[src/rtl/calendar_display_driver_if.sv]
// -----------------------------------------------------------------------------
// calendar_display_driver_if
//   Bundles the date inputs and display/status outputs of the calendar display
//   driver.
//   year/month/day : binary date fields from the calendar counter
//   digits         : committed BCD snapshot DD MM YY
//   seg/dp/an      : active-low 7-segment drive (gfedcba), decimal point, anodes
//   bcd_valid      : a snapshot has been committed since reset
//   busy           : conversion FSM is not idle
//   Modports: master drives the date and observes the display (calendar side or
//   bench); slave is the driver itself.
// -----------------------------------------------------------------------------
interface calendar_display_driver_if;
  logic [6:0]  year;
  logic [4:0]  month;
  logic [4:0]  day;
  logic [23:0] digits;
  logic [6:0]  seg;
  logic        dp;
  logic [5:0]  an;
  logic        bcd_valid;
  logic        busy;

  modport master (
    output year, month, day,
    input  digits, seg, dp, an, bcd_valid, busy
  );

  modport slave (
    input  year, month, day,
    output digits, seg, dp, an, bcd_valid, busy
  );
endinterface

[src/rtl/calendar_display_driver.sv]
// -----------------------------------------------------------------------------
// calendar_display_driver
//   Converts the binary year/month/day from the calendar counter to BCD with a
//   sequential double-dabble engine (one iteration per clock) and drives a
//   six-digit multiplexed common-anode 7-segment display as DD.MM.YY.
//   The converted date is committed to the display atomically in one cycle.
//   Ports:
//     clk     : clock, rising edge
//     reset_n : synchronous active-low reset
//     bus     : calendar_display_driver_if.slave (date in, display/status out)
//   Parameter:
//     SCAN_DIV : clk cycles each digit stays lit (2 .. 2^20)
// -----------------------------------------------------------------------------
module calendar_display_driver #(
  parameter int unsigned SCAN_DIV = 50000
) (
  input  logic                      clk,
  input  logic                      reset_n,
  calendar_display_driver_if.slave  bus
);

  localparam int unsigned PW = (SCAN_DIV > 1) ? $clog2(SCAN_DIV) : 1;
  localparam logic [PW-1:0] PRE_LAST = PW'(SCAN_DIV - 1);

  typedef enum logic [1:0] {
    S_IDLE   = 2'd0,
    S_CONV   = 2'd1,
    S_COMMIT = 2'd2
  } state_t;

  // ---------------------------------------------------------------------------
  // Helper functions
  // ---------------------------------------------------------------------------
  function automatic logic [3:0] add3(input logic [3:0] n);
    return (n >= 4'd5) ? n + 4'd3 : n;
  endfunction

  // One double-dabble iteration on {bcd[7:0], bin[6:0]}: correct the nibbles,
  // then shift the whole register left by one. Only two BCD nibbles are kept,
  // so any hundreds carry falls off the top; the low nibbles are unaffected.
  function automatic logic [14:0] dabble_step(input logic [14:0] s);
    logic [7:0] b;
    b = {add3(s[14:11]), add3(s[10:7])};
    return {b[6:0], s[6:0], 1'b0};
  endfunction

  function automatic logic [6:0] seg_code(input logic [3:0] n);
    logic [6:0] c;
    case (n)
      4'd0:    c = 7'h40;
      4'd1:    c = 7'h79;
      4'd2:    c = 7'h24;
      4'd3:    c = 7'h30;
      4'd4:    c = 7'h19;
      4'd5:    c = 7'h12;
      4'd6:    c = 7'h02;
      4'd7:    c = 7'h78;
      4'd8:    c = 7'h00;
      4'd9:    c = 7'h10;
      default: c = 7'h7F;
    endcase
    return c;
  endfunction

  // ---------------------------------------------------------------------------
  // Conversion FSM state
  // ---------------------------------------------------------------------------
  state_t      state_q, state_d;
  logic        go_q, go_d;
  logic [1:0]  field_q, field_d;
  logic [2:0]  iter_q, iter_d;
  logic [23:0] digits_q, digits_d;
  logic [2:0]  inv_q, inv_d;          // {day, month, year} invalid at commit
  logic [16:0] last_q, last_d;        // {year, month, day} last committed
  logic        valid_q, valid_d;

  // Datapath registers (no reset needed: always loaded before use)
  logic [14:0] sh_q, sh_d;
  logic [6:0]  snap_year_q, snap_year_d;
  logic [4:0]  snap_month_q, snap_month_d;
  logic [4:0]  snap_day_q, snap_day_d;
  logic [7:0]  day_bcd_q, day_bcd_d;
  logic [7:0]  mon_bcd_q, mon_bcd_d;
  logic [7:0]  yr_bcd_q, yr_bcd_d;

  logic [14:0] dabbled;
  logic        mismatch;

  always_comb begin
    state_d      = state_q;
    go_d         = 1'b0;
    field_d      = field_q;
    iter_d       = iter_q;
    digits_d     = digits_q;
    inv_d        = inv_q;
    last_d       = last_q;
    valid_d      = valid_q;
    sh_d         = sh_q;
    snap_year_d  = snap_year_q;
    snap_month_d = snap_month_q;
    snap_day_d   = snap_day_q;
    day_bcd_d    = day_bcd_q;
    mon_bcd_d    = mon_bcd_q;
    yr_bcd_d     = yr_bcd_q;

    dabbled  = dabble_step(sh_q);
    mismatch = !valid_q || ({bus.year, bus.month, bus.day} != last_q);

    case (state_q)
      S_IDLE: begin
        // A mismatch is first registered in go_q; the snapshot is taken on the
        // following edge, which guarantees one non-busy cycle between commits.
        if (go_q) begin
          snap_year_d  = bus.year;
          snap_month_d = bus.month;
          snap_day_d   = bus.day;
          field_d      = 2'd0;
          iter_d       = 3'd0;
          sh_d         = {8'd0, 2'b00, bus.day};
          state_d      = S_CONV;
        end else begin
          go_d = mismatch;
        end
      end

      S_CONV: begin
        if (iter_q == 3'd6) begin
          iter_d = 3'd0;
          case (field_q)
            2'd0: begin
              day_bcd_d = dabbled[14:7];
              field_d   = 2'd1;
              sh_d      = {8'd0, 2'b00, snap_month_q};
            end
            2'd1: begin
              mon_bcd_d = dabbled[14:7];
              field_d   = 2'd2;
              sh_d      = {8'd0, snap_year_q};
            end
            default: begin
              yr_bcd_d = dabbled[14:7];
              state_d  = S_COMMIT;
            end
          endcase
        end else begin
          iter_d = iter_q + 3'd1;
          sh_d   = dabbled;
        end
      end

      S_COMMIT: begin
        digits_d = {day_bcd_q, mon_bcd_q, yr_bcd_q};
        inv_d    = {(snap_day_q == 5'd0),
                    (snap_month_q == 5'd0) || (snap_month_q > 5'd12),
                    (snap_year_q > 7'd99)};
        last_d   = {snap_year_q, snap_month_q, snap_day_q};
        valid_d  = 1'b1;
        state_d  = S_IDLE;
      end

      default: state_d = S_IDLE;
    endcase
  end

  always_ff @(posedge clk) begin
    if (!reset_n) begin
      state_q  <= S_IDLE;
      go_q     <= 1'b0;
      field_q  <= 2'd0;
      iter_q   <= 3'd0;
      digits_q <= 24'd0;
      inv_q    <= 3'd0;
      last_q   <= 17'd0;
      valid_q  <= 1'b0;
    end else begin
      state_q  <= state_d;
      go_q     <= go_d;
      field_q  <= field_d;
      iter_q   <= iter_d;
      digits_q <= digits_d;
      inv_q    <= inv_d;
      last_q   <= last_d;
      valid_q  <= valid_d;
    end
  end

  always_ff @(posedge clk) begin
    sh_q         <= sh_d;
    snap_year_q  <= snap_year_d;
    snap_month_q <= snap_month_d;
    snap_day_q   <= snap_day_d;
    day_bcd_q    <= day_bcd_d;
    mon_bcd_q    <= mon_bcd_d;
    yr_bcd_q     <= yr_bcd_d;
  end

  // ---------------------------------------------------------------------------
  // Display scan
  // ---------------------------------------------------------------------------
  logic [PW-1:0] pre_q, pre_d;
  logic [2:0]    idx_q, idx_d;
  logic [6:0]    seg_q, seg_d;
  logic [5:0]    an_q, an_d;
  logic          dp_q, dp_d;
  logic          adv;
  logic [23:0]   dig_sh;
  logic [3:0]    nib;
  logic          fld_inv;

  always_comb begin
    pre_d   = pre_q;
    idx_d   = idx_q;
    seg_d   = seg_q;
    an_d    = an_q;
    dp_d    = dp_q;
    dig_sh  = 24'd0;
    nib     = 4'd0;
    fld_inv = 1'b0;

    adv = (pre_q == PRE_LAST);
    if (adv) begin
      pre_d = '0;
    end else begin
      pre_d = pre_q + 1'b1;
    end

    if (adv) begin
      idx_d  = (idx_q == 3'd0) ? 3'd5 : idx_q - 3'd1;
      // Drive outputs for the digit being advanced to.
      dig_sh = digits_q >> {idx_d, 2'b00};
      nib    = dig_sh[3:0];
      case (idx_d[2:1])
        2'd2:    fld_inv = inv_q[2];
        2'd1:    fld_inv = inv_q[1];
        default: fld_inv = inv_q[0];
      endcase
      if (!valid_q) begin
        seg_d = 7'h7F;
        an_d  = 6'h3F;
        dp_d  = 1'b1;
      end else begin
        seg_d = fld_inv ? 7'h3F : seg_code(nib);
        an_d  = ~(6'd1 << idx_d);
        dp_d  = !((idx_d == 3'd4) || (idx_d == 3'd2));
      end
    end
  end

  always_ff @(posedge clk) begin
    if (!reset_n) begin
      pre_q <= '0;
      idx_q <= 3'd0;
      seg_q <= 7'h7F;
      an_q  <= 6'h3F;
      dp_q  <= 1'b1;
    end else begin
      pre_q <= pre_d;
      idx_q <= idx_d;
      seg_q <= seg_d;
      an_q  <= an_d;
      dp_q  <= dp_d;
    end
  end

  assign bus.digits    = digits_q;
  assign bus.seg       = seg_q;
  assign bus.dp        = dp_q;
  assign bus.an        = an_q;
  assign bus.bcd_valid = valid_q;
  assign bus.busy      = (state_q != S_IDLE);

endmodule

[src/flat_wrapper.sv]
// flat-port wrapper written by rule: the top's interface ports become plain ports
module calendar_display_driver_flat 
#(
  parameter int unsigned SCAN_DIV = 50000
)
  (clk, reset_n, bus_year, bus_month, bus_day, bus_digits, bus_seg, bus_dp, bus_an, bus_bcd_valid, bus_busy);
  calendar_display_driver_if bus_i ();
  input  logic clk;
  input  logic reset_n;
  input wire logic [$bits(bus_i.year)-1:0] bus_year;
  input wire logic [$bits(bus_i.month)-1:0] bus_month;
  input wire logic [$bits(bus_i.day)-1:0] bus_day;
  output wire logic [$bits(bus_i.digits)-1:0] bus_digits;
  output wire logic [$bits(bus_i.seg)-1:0] bus_seg;
  output wire logic [$bits(bus_i.dp)-1:0] bus_dp;
  output wire logic [$bits(bus_i.an)-1:0] bus_an;
  output wire logic [$bits(bus_i.bcd_valid)-1:0] bus_bcd_valid;
  output wire logic [$bits(bus_i.busy)-1:0] bus_busy;
  assign bus_i.year = bus_year;
  assign bus_i.month = bus_month;
  assign bus_i.day = bus_day;
  assign bus_digits = bus_i.digits;
  assign bus_seg = bus_i.seg;
  assign bus_dp = bus_i.dp;
  assign bus_an = bus_i.an;
  assign bus_bcd_valid = bus_i.bcd_valid;
  assign bus_busy = bus_i.busy;
  calendar_display_driver #(.SCAN_DIV(SCAN_DIV)) u_core (.clk(clk), .reset_n(reset_n), .bus(bus_i));
endmodule
[config.mk]
export PLATFORM = sky130hd
export DESIGN_NAME = calendar_display_driver_flat
export DESIGN_NICKNAME = d
export VERILOG_FILES = /design/src/rtl/calendar_display_driver_if.sv /design/src/rtl/calendar_display_driver.sv /design/src/flat_wrapper.sv
export SDC_FILE = /design/constraint.sdc
export NUM_CORES = 1
export LEC_CHECK = 0
export CAP_MARGIN = 20
export CORE_MARGIN = 2
export CORE_UTILIZATION = 30
export CTS_BUF_LIST = sky130_fd_sc_hd__clkbuf_4 sky130_fd_sc_hd__clkbuf_8 sky130_fd_sc_hd__clkbuf_16
export DETAILED_ROUTE_END_ITERATION = 7
export PLACE_DENSITY = 0.53
export SLEW_MARGIN = 10
export SYNTH_ARGS = -nofsm -noshare
export SYNTH_HDL_FRONTEND = slang
export SYNTH_SLANG_ARGS = --single-unit
[constraint.sdc]
create_clock -name clk -period 3.96 [get_ports clk]
set_input_delay 0.594 -clock clk [delete_from_list [all_inputs] [get_ports clk]]
set_output_delay 0.594 -clock clk [all_outputs]
set_load 0.05 [all_outputs]
==> run summary, run 1 <==
=================================================================================================
GPL Wtd Cong                                                                                0.799
Number of enable flip-flop cells after synthesis                                               56
Areal power density over the cells                                                     442 nW/um2
Worst Hold Slack                                                                         0.455 ns
Leakage dissipation                                                                       2.68 nW
Clock latency reported for the late side of the worst-skew pair                           0.42 ns
Maximum number of pins on one net before global-route repair                                   60
Element type at the critical path end                                                   flip-flop
Global-route usage over all layers                                                          14.3%
IO buf count                                                                                   58
Outcome                                                                              complete, no violations
Diode insertion count for antenna repair                                                        0
Total number of placement rows                                                                 53
Initial drt markers                                                                           334
Tmin final                                                                                3.30 ns
Die Footprint                                                                           22200 um2
Post-Synthesis Cell Area                                                                 6310 um2
Library cell with the highest instance count after synthesis                         sky130_fd_sc_hd__nand2_1
Antenna violation net count after detailed routing                                              0
Mean cell area of the mapped netlist                                                     9.96 um2
Part of the Yosys area used for sequential elements                                         54.0%
Fin Setup TNS                                                                                0 ns
Total of flip-flops plus latches after synthesis                                              142
Slew at the pin closest to its max-slew limit                                            0.778 ns
Placed Cells                                                                                  941
Startpoint-to-endpoint class of the critical path                                      reg -> reg
Peak VDD IR                                                                              0.277 mV
CTS tree                                                                                     done
Worst Setup Start Kind                                                                  flip-flop
Post-layout instance count excluding filler cells                                             973
Cell types with the highest counts after synthesis                                   sky130_fd_sc_hd__nand2_1, sky130_fd_sc_hd__dfxtp_1, sky130_fd_sc_hd__edfxtp_1
First-pass DRT Iterations                                                                       5
Number of hold buffers added after cts                                                          0
Syn_nets                                                                                      661
Worst EP arrival                                                                          3.61 ns
Clock buffer count from CTS                                                                    17
Max Slew Vio Count                                                                              0
Horizontal die dimension                                                                   149 um
Initial antenna violation count                                                                 0
Number of DRC violations after detailed routing                                                 0
Synthesis warning total                                                                         0
Synth top area share                                                                        27.3%
Worst EP required                                                                         4.27 ns
Core footprint                                                                          20800 um2
Starting density of the core                                                                30.3%
Async set-or-reset flop fraction in the synthesized netlist                                    0%
Setup violators final                                                                           0
Predominant post-synthesis flop cell                                                 sky130_fd_sc_hd__dfxtp_1
Overall power consumption                                                                 3.43 mW
Top cell type by total area after synthesis                                          sky130_fd_sc_hd__dfxtp_1
Global route overflow                                                                           0
Clock tree buffer depth                                                                         2
Max_cap viols                                                                                   0
Synth-to-Final Area Change                                                                  22.8%
Total number of nets in the final design                                                      713
First-pass GRT wire length                                                               24500 um
Fmax                                                                                      303 MHz
Number of cells upsized or downsized after cts                                                  0
Io pins                                                                                        59
Vertical die dimension                                                                     149 um
Largest fanout on the critical path                                                            18
Count of buffers added by post-CTS timing repair for setup                                      0
Max-slew headroom at the worst pin                                                          48.0%
Fraction of final layout cells sized beyond drive strength 1                                8.17%
Hold violation total from the final report                                                      0
CTS clock-pin slew for the worst setup and hold paths                                     0.06 ns
Via count of the routed design                                                               4682
Cell at the root of the clock tree                                                   sky130_fd_sc_hd__clkbuf_16
Setup Skew                                                                             0.00799 ns
Via count of the first global-routing pass                                                   4647
Area of placed instances                                                                 7140 um2
Crit share post-route                                                                       83.3%
Number of distinct library cell variants in the gate-level netlist after synthesis             64
Type of the tightest min-delay check                                                    in -> reg
Top post-synthesis cells by area                                                     sky130_fd_sc_hd__dfxtp_1, sky130_fd_sc_hd__edfxtp_1, sky130_fd_sc_hd__nand2_1, sky130_fd_sc_hd__a21boi_0, sky130_fd_sc_hd__xnor2_1
Routed wire length per instance                                                           15.6 um
Via density                                                                                  4.81
DP Wirelength                                                                            10800 um
Unrepaired setup endpoints after global routing                                             false
Finished Cell Area                                                                       7750 um2
TritonCTS Sinks                                                                               142
Routed wire length                                                                       15100 um
Max H-tree Level                                                                                4
Post-synthesis instance total                                                                 633
=================================================================================================
## state kept, by name, indices dropped and copies added (netlist names)
name,count
u_core.bus.seg,7
u_core.field_q,2
u_core.idx_q,3
u_core.yr_bcd_q,8
u_core.bus.dp,1
u_core.sh_q,15
u_core.inv_q,3
u_core.mon_bcd_q,8
u_core.last_q,17
u_core.day_bcd_q,8
u_core.bus.bcd_valid,1
u_core.state_q,2
u_core.go_q,1
u_core.snap_day_q,5
u_core.iter_q,3
u_core.bus.an,6
u_core.bus.digits,24
u_core.snap_year_q,7
u_core.snap_month_q,5
u_core.pre_q,16
## worst max-delay path, stage by stage (launching register included)
cell,delay (ns)
sky130_fd_sc_hd__dfxtp_1,0.74
sky130_fd_sc_hd__nor2_1,0.09
sky130_fd_sc_hd__ha_1,0.66
sky130_fd_sc_hd__o21ai_0,0.23
sky130_fd_sc_hd__o32ai_2,0.49
sky130_fd_sc_hd__inv_1,0.10
sky130_fd_sc_hd__ha_1,0.19
sky130_fd_sc_hd__or3_1,0.40
sky130_fd_sc_hd__a211oi_1,0.21
sky130_fd_sc_hd__nor3_1,0.07
## final cells by class
class | count | area (um2)
clock buffers | 27 | 549
clock inverters | 5 | 52.6
fillers | 2065 | 13100
inverters | 16 | 60.1
multi-input cells | 441 | 2690
flip-flops and latches | 142 | 3400
well taps | 275 | 344
repair buffers | 67 | 643
## report_power, final
part / total (mW) / leakage [nW] / internal [mW] / switching [mW]
Clock: 1.60 / 0.302 / 1.01 / 0.586
Sequential: 1.63 / 1.22 / 1.60 / 0.0324
Combinational: 0.201 / 1.16 / 0.0758 / 0.125
## metal layers
metal  track usage [%]  vias to the layer above  wire [um]  part of all wire, %
li1                  -                     2318          -                    -
met1              18.0                     2252       6840                   45
met2              23.7                       96       7380                   49
met3              3.82                       16        707                  4.7
met4              4.81                        0        210                  1.4
met5                 0                        -          0                    0
## through the flow
step / setup slack [ns] / util [%]
CTS: 0.701 / 37.2
detailed placement: 0.714 / 34.3
finish: 0.663 / 37.2
global route: 0.421 / 37.2
global placement: 0.824 / 34.3
floorplan: 0.981 / -
## worst paths after layout
check	endpoint	slack, ns	start	depth (start not counted)
worst min register to register	u_core.pre_q[0]	0.48	u_core.pre_q[0]	1
worst max register to register	u_core.bus.seg[6]	0.66	u_core.idx_q[1]	9
worst min-delay path	u_core.bus.an[4]	0.46	reset_n	2
worst max-delay path	u_core.bus.seg[6]	0.66	u_core.idx_q[1]	9
## cell families after synthesis
family          Yosys count  synth area share (%)
xor+xnor                 32                  4.44
buf+inv                  50                  3.35
mux                      18                  2.88
flops                   142                  54.0
compound gates          128                  14.6
fa+ha+maj                 9                  1.79
simple gates            254                  19.0
## layout by cell type (no fill, tap or decap), types with 7 or more instances in the layout
cell type | Yosys | layout
sky130_fd_sc_hd__clkdlybuf4s50_1 | 0 | 57
sky130_fd_sc_hd__nand2_1 | 120 | 120
sky130_fd_sc_hd__nor3_1 | 8 | 8
sky130_fd_sc_hd__and3_1 | 7 | 7
sky130_fd_sc_hd__a21oi_1 | 24 | 24
sky130_fd_sc_hd__inv_1 | 16 | 16
sky130_fd_sc_hd__xor2_1 | 11 | 11
sky130_fd_sc_hd__mux2i_1 | 17 | 17
sky130_fd_sc_hd__o21ai_0 | 22 | 22
sky130_fd_sc_hd__nor2b_1 | 11 | 10
sky130_fd_sc_hd__nand3_1 | 11 | 11
sky130_fd_sc_hd__edfxtp_1 | 56 | 56
sky130_fd_sc_hd__nor2_1 | 47 | 47
sky130_fd_sc_hd__a21boi_0 | 42 | 42
sky130_fd_sc_hd__buf_4 | 1 | 9
sky130_fd_sc_hd__clkbuf_16 | 0 | 18
sky130_fd_sc_hd__nand4_1 | 9 | 9
sky130_fd_sc_hd__dfxtp_1 | 86 | 86
sky130_fd_sc_hd__xnor2_1 | 21 | 21
sky130_fd_sc_hd__nand2b_1 | 11 | 11
sky130_fd_sc_hd__ha_1 | 9 | 9
No activity file was read; power rests on OpenSTA's default activity.
==> run 2: changes to the inputs <==
--- a/config.mk
+++ b/config.mk
@@ -10,7 +10,7 @@
 export CORE_UTILIZATION = 30
 export CTS_BUF_LIST = sky130_fd_sc_hd__clkbuf_4 sky130_fd_sc_hd__clkbuf_8 sky130_fd_sc_hd__clkbuf_16
 export DETAILED_ROUTE_END_ITERATION = 7
-export PLACE_DENSITY = 0.53
+export PLACE_DENSITY = 0.55
 export SLEW_MARGIN = 10
 export SYNTH_ARGS = -nofsm -noshare
 export SYNTH_HDL_FRONTEND = slang
==> constraint.sdc (replaced) <==
create_clock -name clk -period 2.83 [get_ports clk]
set_input_delay 0.4245 -clock clk [delete_from_list [all_inputs] [get_ports clk]]
set_output_delay 0.4245 -clock clk [all_outputs]
set_load 0.05 [all_outputs]
==> run summary, run 2 (synthesis gave the netlist of run 1 again) <==
==============================================================================
Clock tree buffer depth                                                      2   unchanged
Startpoint-to-endpoint class of the critical path                   reg -> reg
Maximum number of pins on one net before global-route repair                49   -18%
Fin Setup TNS                                                             0 ns   unchanged
Leakage dissipation                                                    2.72 nW   +1.6%
Internal power consumption                                             3.81 mW   +42%
Hold violation total from the final report                                   0   unchanged
Net load switching power                                               1.06 mW   +42%
Horizontal die dimension                                                149 um   unchanged
Die Footprint                                                        22200 um2   unchanged
Worst EP arrival                                                       2.85 ns   -0.76 ns
CP cell instances                                                 buf_4 > nor3b_2 > a21oi_1 > ha_1 > a22oi_1 > nor2_1 > a21oi_1 > or3b_1 > a21oi_1 > a21oi_1
Unrepaired setup endpoints after global routing                          false
Count of cells along the worst hold path                                     2   unchanged
Total number of nets in the final design                                   721   +1.1%
Vertical die dimension                                                  149 um   unchanged
Count of buffers added by post-CTS timing repair for setup                   0   unchanged
Depth of the worst register-to-register path                                10   +1
Diode insertion count for antenna repair                                     0   unchanged
Worst reg2reg startpoint                                          u_core.idx_q[0]
First-pass DRT Iterations                                                    5   unchanged
Worst EP required                                                      3.13 ns   -1.14 ns
Worst Setup Start Kind                                               flip-flop
Final core utilization                                                   37.6%   +0.39 points
Fraction of met1 tracks used by global routing                           18.1%   +0.11 points
Clock latency reported for the late side of the worst-skew pair        0.42 ns   about the same
CTS tree                                                                  done
CTS clock-pin slew for the worst setup and hold paths                  0.06 ns   about the same
Largest fanout on the critical path                                         20   +2
Routed wire length                                                    14300 um   -5.3%
TritonCTS Sinks                                                            142   unchanged
Fraction of final layout cells sized beyond drive strength 1             9.49%   +1.3 points
Via count of the routed design                                            4589   -2.0%
Number of hold buffers added after cts                                       0   unchanged
Max_cap viols                                                                0   unchanged
Global-route met3 utilization                                            3.55%   -0.28 points
Outcome                                                           complete, no violations
Proportion of power drawn by flip-flops and latches                      46.9%   -0.7 points
Core footprint                                                       20800 um2   unchanged
Fmax                                                                   393 MHz   +29%
Synth-to-Final Area Change                                               24.1%
Flip-flop count of the largest register after layout                        24   unchanged
Most common cell after layout, fill and taps aside                sky130_fd_sc_hd__nand2_1
Crit share post-route                                                    90.0%   +6.7 points
Cell at the root of the clock tree                                sky130_fd_sc_hd__clkbuf_16
Critical path buffers and inverters                                          1   unchanged
Max-slew headroom at the worst pin                                       35.2%   -13 points
Min setup slack post-route                                            0.283 ns   -0.380 ns
Starting density of the core                                             30.3%   unchanged
Area of placed instances                                              7210 um2   +0.96%
Antenna violation net count after detailed routing                           0   unchanged
Setup WS pre-CTS                                                      0.290 ns   -0.424 ns
Hold endpoint                                                     u_core.bus.digits[18]
Source of the worst hold timing path                                   reset_n
Setup violators final                                                        0   unchanged
Top library cells by usage in the layout, fill and taps aside     sky130_fd_sc_hd__nand2_1, sky130_fd_sc_hd__dfxtp_1, sky130_fd_sc_hd__clkdlybuf4s50_1
Number of cells upsized or downsized after cts                               0   unchanged
First-pass GRT wire length                                            23300 um   -4.9%
Stages on the worst setup path                                              10   +1
Max H-tree Level                                                             4   unchanged
Initial drt markers                                                        206   -38%
DP Wirelength                                                         10300 um   -5.0%
Clock buffer count from CTS                                                 17   unchanged
Worst setup path start                                            u_core.idx_q[0]
Peak VDD IR                                                           0.372 mV   +34%
Number of DRC violations after detailed routing                              0   unchanged
Slew at the pin closest to its max-slew limit                         0.972 ns   +0.194 ns
Initial antenna violation count                                              0   unchanged
Cell type of the slowest stage on the worst timing path           sky130_fd_sc_hd__nor3b_2
Most congested layer reported by global routing                           met2
Global route overflow                                                        0   unchanged
Combinational share of power                                              5.9%   about the same
Longest individual stage delay on the worst path                       0.41 ns   -0.33 ns
R2R Path End                                                      u_core.bus.seg[3]
Io pins                                                                     59   unchanged
Max Slew Vio Count                                                           0   unchanged
Routed wire length per instance                                        14.6 um   -6.1%
Reg-to-reg slack, setup                                                0.28 ns   -0.38 ns
Total number of placement rows                                              53   unchanged
GPL Wtd Cong                                                             0.808   +1.2%
Element type at the critical path end                                flip-flop
Worst Hold Slack                                                      0.455 ns   +0.000276 ns
IO buf count                                                                58   unchanged
Global-route usage over all layers                                       13.4%   -0.86 points
Clock power frac                                                         47.2%   +0.6 points
Finished Cell Area                                                    7830 um2   +1.0%
Areal power density over the cells                                  621 nW/um2   +40%
Delay-heaviest family, CP                                         simple AND/OR/NAND/NOR gates
Setup Skew                                                           0.0105 ns   +0.00247 ns
Tmin final                                                             2.55 ns   -0.750 ns
Crit-path most repeated cell                                      sky130_fd_sc_hd__a21oi_1
Global-route met2 utilization                                            21.2%   -2.5 points
Fraction of power spent switching nets                                   21.7%   about the same
Via count of the first global-routing pass                                4403   -5.3%
Via density                                                               4.68   -2.8%
Type of the tightest min-delay check                                 in -> reg
==============================================================================
[run 2: final cells by class]
type	count	area [um2]
inverter	16	60.1
clock inverter	10	139
multi-input combinational	441	2700
timing repair buffer	75	703
fill	2107	13000
clock buffer	22	475
tap	275	344
sequential	142	3400
[run 2: stage by stage]
step | total power, mW | cells
after floorplan | 2.49 | 633
after global placement | 2.61 | 949
after detailed placement | 2.61 | 949
after CTS | 4.92 | 981
after global routing | 5.04 | 981
final | 4.86 | 981
[run 2: worst max-delay path by stage]
| stage | to | slack, ns |
|---|---|---|
| 5_1_grt | u_core.bus.seg[3] | 0.02 |
| 4_1_cts | u_core.bus.seg[1] | 0.28 |
| 3_5_place_dp | u_core.bus.seg[1] | 0.29 |
| 2_1_floorplan | u_core.bus.seg[6] | 0.002 |
| 6_report | u_core.bus.seg[3] | 0.28 |
| 3_3_place_gp | u_core.bus.seg[6] | 0.28 |
[run 2: power groups by stage]
stage	Clock (mW)	Combinational, mW	Sequential (mW)
floorplan	0	0.179	2.31
global placement	0	0.286	2.32
detailed placement	0	0.290	2.32
CTS	2.35	0.290	2.28
global route	2.43	0.321	2.29
finish	2.30	0.286	2.28
[run 2: metal layers]
layer / up-vias / wire length [um]
met5: - / 0
met4: 0 / 108
met3: 8 / 515
met2: 75 / 6540
met1: 2161 / 7170
li1: 2345 / -
